[src/rtl/button_ce_gen.sv]
`timescale 1ns / 1ps
`default_nettype none
// ============================================================================
// Module   : button_ce_gen
// Brief    : Debounced push-button to one-cycle clock-enable, with auto-repeat.
// Revision : 1.0 - initial release
// ============================================================================
module button_ce_gen #(
    parameter int DEBOUNCE_CYCLES = 1000000,
    parameter int REPEAT_EN       = 1,
    parameter int REPEAT_DELAY    = 50000000,
    parameter int REPEAT_PERIOD   = 10000000
) (
    input  logic clk,
    input  logic rst,
    input  logic btn_in,
    output logic level,
    output logic pulse,
    output logic repeat_active
);

    localparam int c_DW  = (DEBOUNCE_CYCLES > 1) ? $clog2(DEBOUNCE_CYCLES) : 1;
    localparam int c_DLW = (REPEAT_DELAY > 1) ? $clog2(REPEAT_DELAY) : 1;
    localparam int c_PW  = (REPEAT_PERIOD > 1) ? $clog2(REPEAT_PERIOD) : 1;
    localparam int c_RW  = (c_DLW > c_PW) ? c_DLW : c_PW;

    localparam logic [c_DW-1:0] c_DB_LAST    = c_DW'(DEBOUNCE_CYCLES - 1);
    localparam logic [c_DW-1:0] c_DB_ONE     = c_DW'(1);
    localparam logic [c_RW-1:0] c_DELAY_LAST = c_RW'(REPEAT_DELAY - 1);
    localparam logic [c_RW-1:0] c_PER_LAST   = c_RW'(REPEAT_PERIOD - 1);
    localparam logic [c_RW-1:0] c_RCNT_ONE   = c_RW'(1);

    localparam logic [1:0] c_IDLE        = 2'd0;
    localparam logic [1:0] c_HOLD_DELAY  = 2'd1;
    localparam logic [1:0] c_HOLD_REPEAT = 2'd2;

    logic            r_s1;
    logic            r_s2;
    logic [c_DW-1:0] r_dcnt;
    logic [c_RW-1:0] r_rcnt;
    logic [1:0]      r_state;
    logic            w_flip;
    logic            w_rise;

    // The FSM reacts to the flip in the same edge the debouncer commits it,
    // so the first pulse lines up with the first cycle of level=1.
    assign w_flip = (r_s2 != level) && (r_dcnt == c_DB_LAST);
    assign w_rise = w_flip && !level;

    always_ff @(posedge clk) begin
        if (rst) begin
            r_s1 <= 1'b0;
            r_s2 <= 1'b0;
        end else begin
            r_s1 <= btn_in;
            r_s2 <= r_s1;
        end
    end

    always_ff @(posedge clk) begin
        if (rst) begin
            level  <= 1'b0;
            r_dcnt <= '0;
        end else if (r_s2 == level) begin
            r_dcnt <= '0;
        end else if (w_flip) begin
            level  <= r_s2;
            r_dcnt <= '0;
        end else begin
            r_dcnt <= r_dcnt + c_DB_ONE;
        end
    end

    always_ff @(posedge clk) begin
        if (rst) begin
            r_state       <= c_IDLE;
            r_rcnt        <= '0;
            pulse         <= 1'b0;
            repeat_active <= 1'b0;
        end else begin
            pulse <= 1'b0;
            case (r_state)
                c_IDLE: begin
                    if (w_rise) begin
                        pulse   <= 1'b1;
                        r_rcnt  <= '0;
                        r_state <= c_HOLD_DELAY;
                    end
                end
                c_HOLD_DELAY: begin
                    if (!level) begin
                        r_state <= c_IDLE;
                    end else if (REPEAT_EN != 0) begin
                        if (r_rcnt == c_DELAY_LAST) begin
                            pulse         <= 1'b1;
                            r_rcnt        <= '0;
                            r_state       <= c_HOLD_REPEAT;
                            repeat_active <= 1'b1;
                        end else begin
                            r_rcnt <= r_rcnt + c_RCNT_ONE;
                        end
                    end
                end
                c_HOLD_REPEAT: begin
                    if (!level) begin
                        r_state       <= c_IDLE;
                        r_rcnt        <= '0;
                        repeat_active <= 1'b0;
                    end else if (r_rcnt == c_PER_LAST) begin
                        pulse  <= 1'b1;
                        r_rcnt <= '0;
                    end else begin
                        r_rcnt <= r_rcnt + c_RCNT_ONE;
                    end
                end
                default: begin
                    r_state       <= c_IDLE;
                    r_rcnt        <= '0;
                    repeat_active <= 1'b0;
                end
            endcase
        end
    end

endmodule
`default_nettype wire

[config.mk]
export PLATFORM = sky130hd
export DESIGN_NAME = button_ce_gen
export DESIGN_NICKNAME = d
export VERILOG_FILES = /design/src/rtl/button_ce_gen.sv
export SDC_FILE = /design/constraint.sdc
export NUM_CORES = 1
export LEC_CHECK = 0
export ABC_AREA = 0
export BUFFER_PORTS_ARGS = -buffer_cell sky130_fd_sc_hd__buf_2
export CAP_MARGIN = 25
export CELL_PAD_IN_SITES_DETAIL_PLACEMENT = 1
export CELL_PAD_IN_SITES_GLOBAL_PLACEMENT = 2
export CORE_MARGIN = 2
export CORE_UTILIZATION = 42
export CTS_BUF_LIST = sky130_fd_sc_hd__clkbuf_8
export DETAILED_ROUTE_END_ITERATION = 8
export GPL_TIMING_DRIVEN = 0
export PLACE_DENSITY = 0.93
export SLEW_MARGIN = 20
export SYNTH_ARGS = -nofsm -noshare
export SYNTH_HDL_FRONTEND = slang
export SYNTH_SLANG_ARGS = --single-unit
[constraint.sdc]
create_clock -name clk -period 4.6 [get_ports clk]
set_clock_uncertainty 0.2 [all_clocks]
set_input_delay 0.23 -clock clk [delete_from_list [all_inputs] [get_ports clk]]
set_output_delay 0.23 -clock clk [all_outputs]
set_load 0.005 [all_outputs]
==> results of run 1 <==
## per-layer routing
metal / GRT usage / vias to the layer above / share of wire / routed length (um)
met5: 0 / - / 0 / 0
met4: 0.0779 / 0 / 0.019 / 129
met3: 0.0360 / 10 / 0.029 / 197
met2: 0.330 / 32 / 0.46 / 3170
met1: 0.263 / 1216 / 0.49 / 3320
li1: - / 1247 / - / -
## worst max-delay path by stage
| stage | from | to | slack [ns] | cells after the start |
|---|---|---|---|---|
| floorplan | r_rcnt[7]$_SDFFE_PP0P_ | r_rcnt[25]$_SDFFE_PP0P_ | 2.20 | 8 |
| global placement | r_rcnt[0]$_SDFFE_PP0P_ | r_rcnt[7]$_SDFFE_PP0P_ | 1.76 | 7 |
| detailed placement | r_rcnt[0]$_SDFFE_PP0P_ | r_rcnt[7]$_SDFFE_PP0P_ | 1.73 | 7 |
| CTS | r_rcnt[0]$_SDFFE_PP0P_ | r_rcnt[7]$_SDFFE_PP0P_ | 1.71 | 7 |
| global route | r_rcnt[0]$_SDFFE_PP0P_ | r_rcnt[7]$_SDFFE_PP0P_ | 1.48 | 7 |
| finish | r_rcnt[0]$_SDFFE_PP0P_ | r_rcnt[7]$_SDFFE_PP0P_ | 1.71 | 7 |
## placed cells by master (no fill, tap or decap), drive strengths merged, types with 9 or more instances in the layout
cell and instances:
dfxtp 53, nor2 37, nand2 30, nand3 26, o21ai 24, inv 22
or3 21, a21oi 19, nor3 13, xnor2 11, nand4 11, clkbuf 11
and3 9, buf 9
## critical path: cells and delay by family, from the launching register on
family,cells,cell delay [ns]
AND/OR/NAND/NOR,5,1.67
adder cells (fa/ha/maj),1,0.22
flip-flops,1,0.41
AO/OA/AOI/OAI,1,0.28
## per-stage QoR
| step | setup slack (ns) | cells | cell area, um2 | hold WS [ns] | power [mW] |
|---|---|---|---|---|---|
| 3_5_place_dp | 1.73 | 426 | 2900 | 0.245 | 0.488 |
| 6_report | 1.71 | 435 | 3000 | 0.257 | 0.745 |
| 2_1_floorplan | 2.20 | 344 | 2770 | 0.158 | 0.482 |
| 5_1_grt | 1.48 | 435 | 3000 | 0.276 | 0.769 |
| 4_1_cts | 1.71 | 435 | 3000 | 0.260 | 0.753 |
| 3_3_place_gp | 1.76 | 426 | 2890 | 0.235 | 0.487 |
## flip-flops by register name (all words and copies together) (netlist names)
name	count
r_rcnt	26
r_s2	1
repeat_active	1
r_dcnt	20
r_s1	1
r_state	2
pulse	1
level	1
## layout make-up
cell class              instances  area share
flip-flops and latches         53       0.354
inverters                      22      0.0276
clock inverters                 3     0.00585
multi-input cells             259       0.525
well taps                      77      0.0322
repair buffers                  6      0.0117
plain buffers                  10      0.0209
clock buffers                   5      0.0230
## where the power goes
group	total, mW	switching (mW)	leakage, nW	internal (mW)
logic	0.0172	0.0113	0.481	0.00593
registers	0.460	0.000839	0.427	0.460
clock network	0.267	0.162	0.0439	0.106
total	0.745	0.174	0.952	0.571
## cell families (layout without fill, tap and decap cells)
kind of cell	count (synthesis)	count (layout)	share of synthesized area
simple gates	177	177	0.353
flops	53	53	0.383
compound gates	57	57	0.124
mux	1	1	0.00361
buf+inv	32	46	0.0523
xor+xnor	18	18	0.0569
fa+ha+maj	6	6	0.0271
==> impl_metrics.json, run 1 <==
{
  "ys_seq_area_frac": 0.383,
  "yosys.cell_types.count": 52,
  "worstHoldStart": "rst",
  "crit_chain": "ha_1 -> nand4_1 -> nor4_4 -> nor4b_2 -> nor3_2 -> nor2_1 -> a22o_2",
  "setup_tns_ns": 0,
  "initial_core_util": 0.437,
  "peakVddDrop_v": 0.000154,
  "synth_ff_type": "dfxtp_1",
  "post-route-util": 0.472,
  "fin_crit_sh": 0.629,
  "numCtsBuffers": 5,
  "worstReg2RegEnd": "r_rcnt[7]$_SDFFE_PP0P_",
  "cp_max_fo": 9,
  "area_growth_pct": 8.08,
  "syn-num-nets": 353,
  "port_buffers": 5,
  "fill_cells": 805,
  "avgSynthCellArea_um2": 8.06,
  "cp-start-kind": "flip-flop",
  "antenna_found_initial": 0,
  "globalRouteOverflowTotal": 0,
  "root_buffer": "clkbuf_8",
  "setup_viol": 0,
  "drv_cap": 0,
  "relSlewSlack": 0.427,
  "slowest_delay_ns": 0.56,
  "n_antenna_cell": 0,
  "cts_num_sinks": 53,
  "clk_pin_slew_worst_paths_ns": 0.10,
  "slew_violations": 0,
  "ys_ff_latch": 53,
  "ctsResizeCount": 0,
  "cts_tree": "yes",
  "endpoint_kind": "flip-flop",
  "first_pass_iters": 4,
  "yosys-top-cells-count": "dfxtp_1 (53), nor2_1 (37), nand2_1 (30)",
  "post_cts_buffers": 0,
  "cts.path.max_buffers": 2,
  "io_pins": 6,
  "rsz0062_at_grt": "no",
  "yosysMostFrequentCell": "dfxtp_1",
  "hold_buffers": 1,
  "drtIter0Drc": 90,
  "final_nets": 366,
  "synthArstFlopShare": 0,
  "hold_viol_final": 0,
  "fp.coreArea_um2": 6350,
  "wl_um": 6820,
  "synth_edf_count": 0,
  "max_freq_mhz": 346,
  "grt_pass1_vias": 2505,
  "min_period_ns": 2.89,
  "required_ns": 4.60,
  "drtAntennaViolNets": 0,
  "vias_per_cell": 5.76,
  "drive_gt1_frac": 0.0866,
  "r2r-start": "r_rcnt[0]$_SDFFE_PP0P_",
  "r2r_slack_ns": 1.71,
  "p_leak_nw": 0.952,
  "arrival_ns": 2.90,
  "syn_area_um2": 2770,
  "multiInputGateArea_um2": 1570,
  "hold_end": "r_s1$_SDFF_PP0_",
  "grt_max_degree": 17,
  "clk_latency_ns": 0.31,
  "grt_usage": 0.201,
  "syn_inst": 344,
  "dieArea_um2": 7270,
  "yosys.area.top_type": "dfxtp_1",
  "hpwlAfterDp_um": 4990,
  "crit_type": "flip-flop to flip-flop",
  "avgRoutedWirePerCell_um": 15.7,
  "status": "finished clean",
  "vias": 2505,
  "grt_pass1_wl_um": 11900,
  "hold_class": "input pin to flip-flop",
  "critPathSlowestCell": "nor3_2",
  "seqCellArea_um2": 1060,
  "tightestPinTransition_ns": 0.853,
  "p_per_area_nw_per_um2": 249,
  "synthTopCellsByArea": "dfxtp_1 (38%), nor2_1 (5.0%), or3_1 (4.7%), nand3_1 (4.7%), nand2_1 (4.1%)",
  "rows": 29,
  "reg2reg_depth": 7,
  "die_w_um": 85.3,
  "yosysWarningCount": 0,
  "cts_max_level": 2,
  "die_y_um": 85.3,
  "synth_top_area_share": 0.383,
  "drc": 0,
  "holdPathStages": 3,
  "gp_congestion": 0.775
}
Power figures use the tool's default switching activity.
==> run 2, diff against run 1 <==
Settings changed: CORE_UTILIZATION 42 to 39, PLACE_DENSITY 0.93 to 0.88.
Clock period 4.6 ns to 2.9 ns, I/O delays scaled along.
==> impl_metrics.json, run 2 (synthesis gave the netlist of run 1 again) <==
{
  "clk_latency_ns": 0.30,
  "cp-start-kind": "flip-flop",
  "final_cell_mix": "dfxtp_1 (53), nor2_1 (37), nand2_1 (30)",
  "first_pass_iters": 4,
  "dp_cells": 445,
  "critPathSlowestCell": "or4b_4",
  "p_int_uw": 990,
  "grt_usage": 0.181,
  "p_per_area_nw_per_um2": 406,
  "top_register": "r_rcnt",
  "reg2reg_depth": 7,
  "r2r-start": "r_rcnt[7]$_SDFFE_PP0P_",
  "dieArea_um2": 7800,
  "tightestPinTransition_ns": 0.817,
  "cts_num_sinks": 53,
  "top_regs": "r_rcnt x26, r_dcnt x20, r_state x2",
  "seqPwrFrac": 0.586,
  "setup_tns_ns": 0,
  "port_buffers": 5,
  "cp_max_fo": 10,
  "fin_crit_sh": 0.947,
  "grt_max_degree": 16,
  "globalRouteOverflowTotal": 0,
  "worstHoldStart": "rst",
  "rows": 30,
  "wl_um": 6790,
  "peakVddDrop_v": 0.000157,
  "cts_tree": "yes",
  "slowest_delay_ns": 0.56,
  "r2r_slack_ns": 0.15,
  "hold_class": "input pin to flip-flop",
  "drtAntennaViolNets": 0,
  "crit_chain": "or4b_4 -> nor4_4 -> nor4b_2 -> o32ai_2 -> buf_2 -> nor3b_1 -> a21o_1",
  "clk_pin_slew_worst_paths_ns": 0.09,
  "initial_core_util": 0.406,
  "p_clk_frac": 0.392,
  "p_leak_nw": 0.977,
  "fp.coreArea_um2": 6830,
  "worstReg2RegEnd": "r_rcnt[9]$_SDFFE_PP0P_",
  "cts.path.max_buffers": 2,
  "slew_violations": 0,
  "root_buffer": "clkbuf_8",
  "layout.cells.non_filler": 455,
  "final_nets": 368,
  "hpwlAfterDp_um": 4890,
  "switchingPower_uw": 256,
  "max_freq_mhz": 364,
  "p_comb_frac": 0.022,
  "numCtsBuffers": 5,
  "crit_buf_inv": 1,
  "crit_type": "flip-flop to flip-flop",
  "drc": 0,
  "hold_viol_final": 0,
  "cts_max_level": 2,
  "post-route-util": 0.449,
  "endpoint_kind": "flip-flop",
  "drive_gt1_frac": 0.0891,
  "area_growth_pct": 10.6,
  "drtIter0Drc": 62,
  "arrival_ns": 2.75,
  "grt_pass1_vias": 2369,
  "min_period_ns": 2.75,
  "swShare": 0.205,
  "rsz0062_at_grt": "no",
  "crit_family": "simple AND/OR/NAND/NOR gates",
  "avgRoutedWirePerCell_um": 14.9,
  "n_antenna_cell": 0,
  "hold_end": "r_s2$_SDFF_PP0_",
  "setup_viol": 0,
  "vias": 2450,
  "layout_commonest_cell": "dfxtp_1",
  "relSlewSlack": 0.453,
  "die_y_um": 88.3,
  "antenna_found_initial": 0,
  "io_pins": 6,
  "required_ns": 2.90,
  "fill_cells": 850,
  "vias_per_cell": 5.38,
  "holdPathStages": 3,
  "drv_cap": 0,
  "largest_register_ffs": 26,
  "grt_pass1_wl_um": 11300,
  "status": "finished clean",
  "gp_congestion": 0.738,
  "die_w_um": 88.3
}
run 2: changes by cell type in the layout (fill, tap and decap cells not counted):
cell,previous run,this run
bufinv_16,0,1
clkinvlp_4,1,0
nor3_2,2,1
nor4_2,2,1
nor3_4,0,1
buf_4,1,3
clkinv_2,2,1
nor4_4,1,2
run 2: worst max path at each step:
stage	from	end	slack (ns)	cells past startpoint
finish	r_rcnt[7]$_SDFFE_PP0P_	r_rcnt[9]$_SDFFE_PP0P_	0.15	7
global route	r_rcnt[0]$_SDFFE_PP0P_	r_rcnt[13]$_SDFFE_PP0P_	0.003	8
CTS	r_rcnt[0]$_SDFFE_PP0P_	r_rcnt[7]$_SDFFE_PP0P_	0.1	7
detailed placement	r_rcnt[0]$_SDFFE_PP0P_	r_rcnt[7]$_SDFFE_PP0P_	0.12	7
global placement	r_rcnt[9]$_SDFFE_PP0P_	r_rcnt[25]$_SDFFE_PP0P_	0.12	6
floorplan	r_rcnt[7]$_SDFFE_PP0P_	r_rcnt[25]$_SDFFE_PP0P_	0.50	8
run 2: per-layer routing:
metal	track usage	wire length (um)
met4	0.0441	52
met3	0.0354	115
met2	0.290	3040
met1	0.250	3570
met5	0	0
run 2: final cells by class:
type | count | area (um2) | area share
flip-flops and latches | 53 | 1060 | 0.346
repair buffers | 8 | 50.0 | 0.0163
plain buffers | 10 | 62.6 | 0.0204
clock buffers | 5 | 68.8 | 0.0224
inverters | 22 | 82.6 | 0.0269
well taps | 96 | 120 | 0.0392
clock inverters | 2 | 35.0 | 0.0114
multi-input cells | 259 | 1590 | 0.518
run 2: power by group through the flow:
stage / Combinational, mW / Sequential [mW] / Clock, mW
final: 0.0273 / 0.730 / 0.488
after global routing: 0.0307 / 0.731 / 0.548
after CTS: 0.0276 / 0.730 / 0.512
after detailed placement: 0.0265 / 0.747 / 0
after global placement: 0.0260 / 0.747 / 0
after floorplan: 0.0176 / 0.747 / 0
run 2: worst register-to-register path, stage by stage, from the launching register on:
cell and delay (ns):
dfxtp_1 0.36, or4b_4 0.56, nor4_4 0.38, nor4b_2 0.14, o32ai_2 0.46, buf_2 0.32
nor3b_1 0.08, a21o_1 0.16
run 2: what timing repair did:
action,CTS,global route
hold buffers,1,0
endpoints found under the hold margin,1,0
gates resized for setup,0,2
setup buffers,0,2
endpoints found under the setup margin,0,22
run 2: stage by stage:
| step | total power, mW | cell area, um2 | setup WS (ns) | hold WS (ns) |
|---|---|---|---|---|
| finish | 1.25 | 3070 | 0.153 | 0.204 |
| CTS | 1.27 | 3040 | 0.0996 | 0.191 |
| global placement | 0.773 | 2920 | 0.117 | 0.173 |
| detailed placement | 0.774 | 2920 | 0.119 | 0.171 |
| global route | 1.31 | 3070 | 0.00287 | 0.219 |
| floorplan | 0.764 | 2770 | 0.504 | 0.0732 |
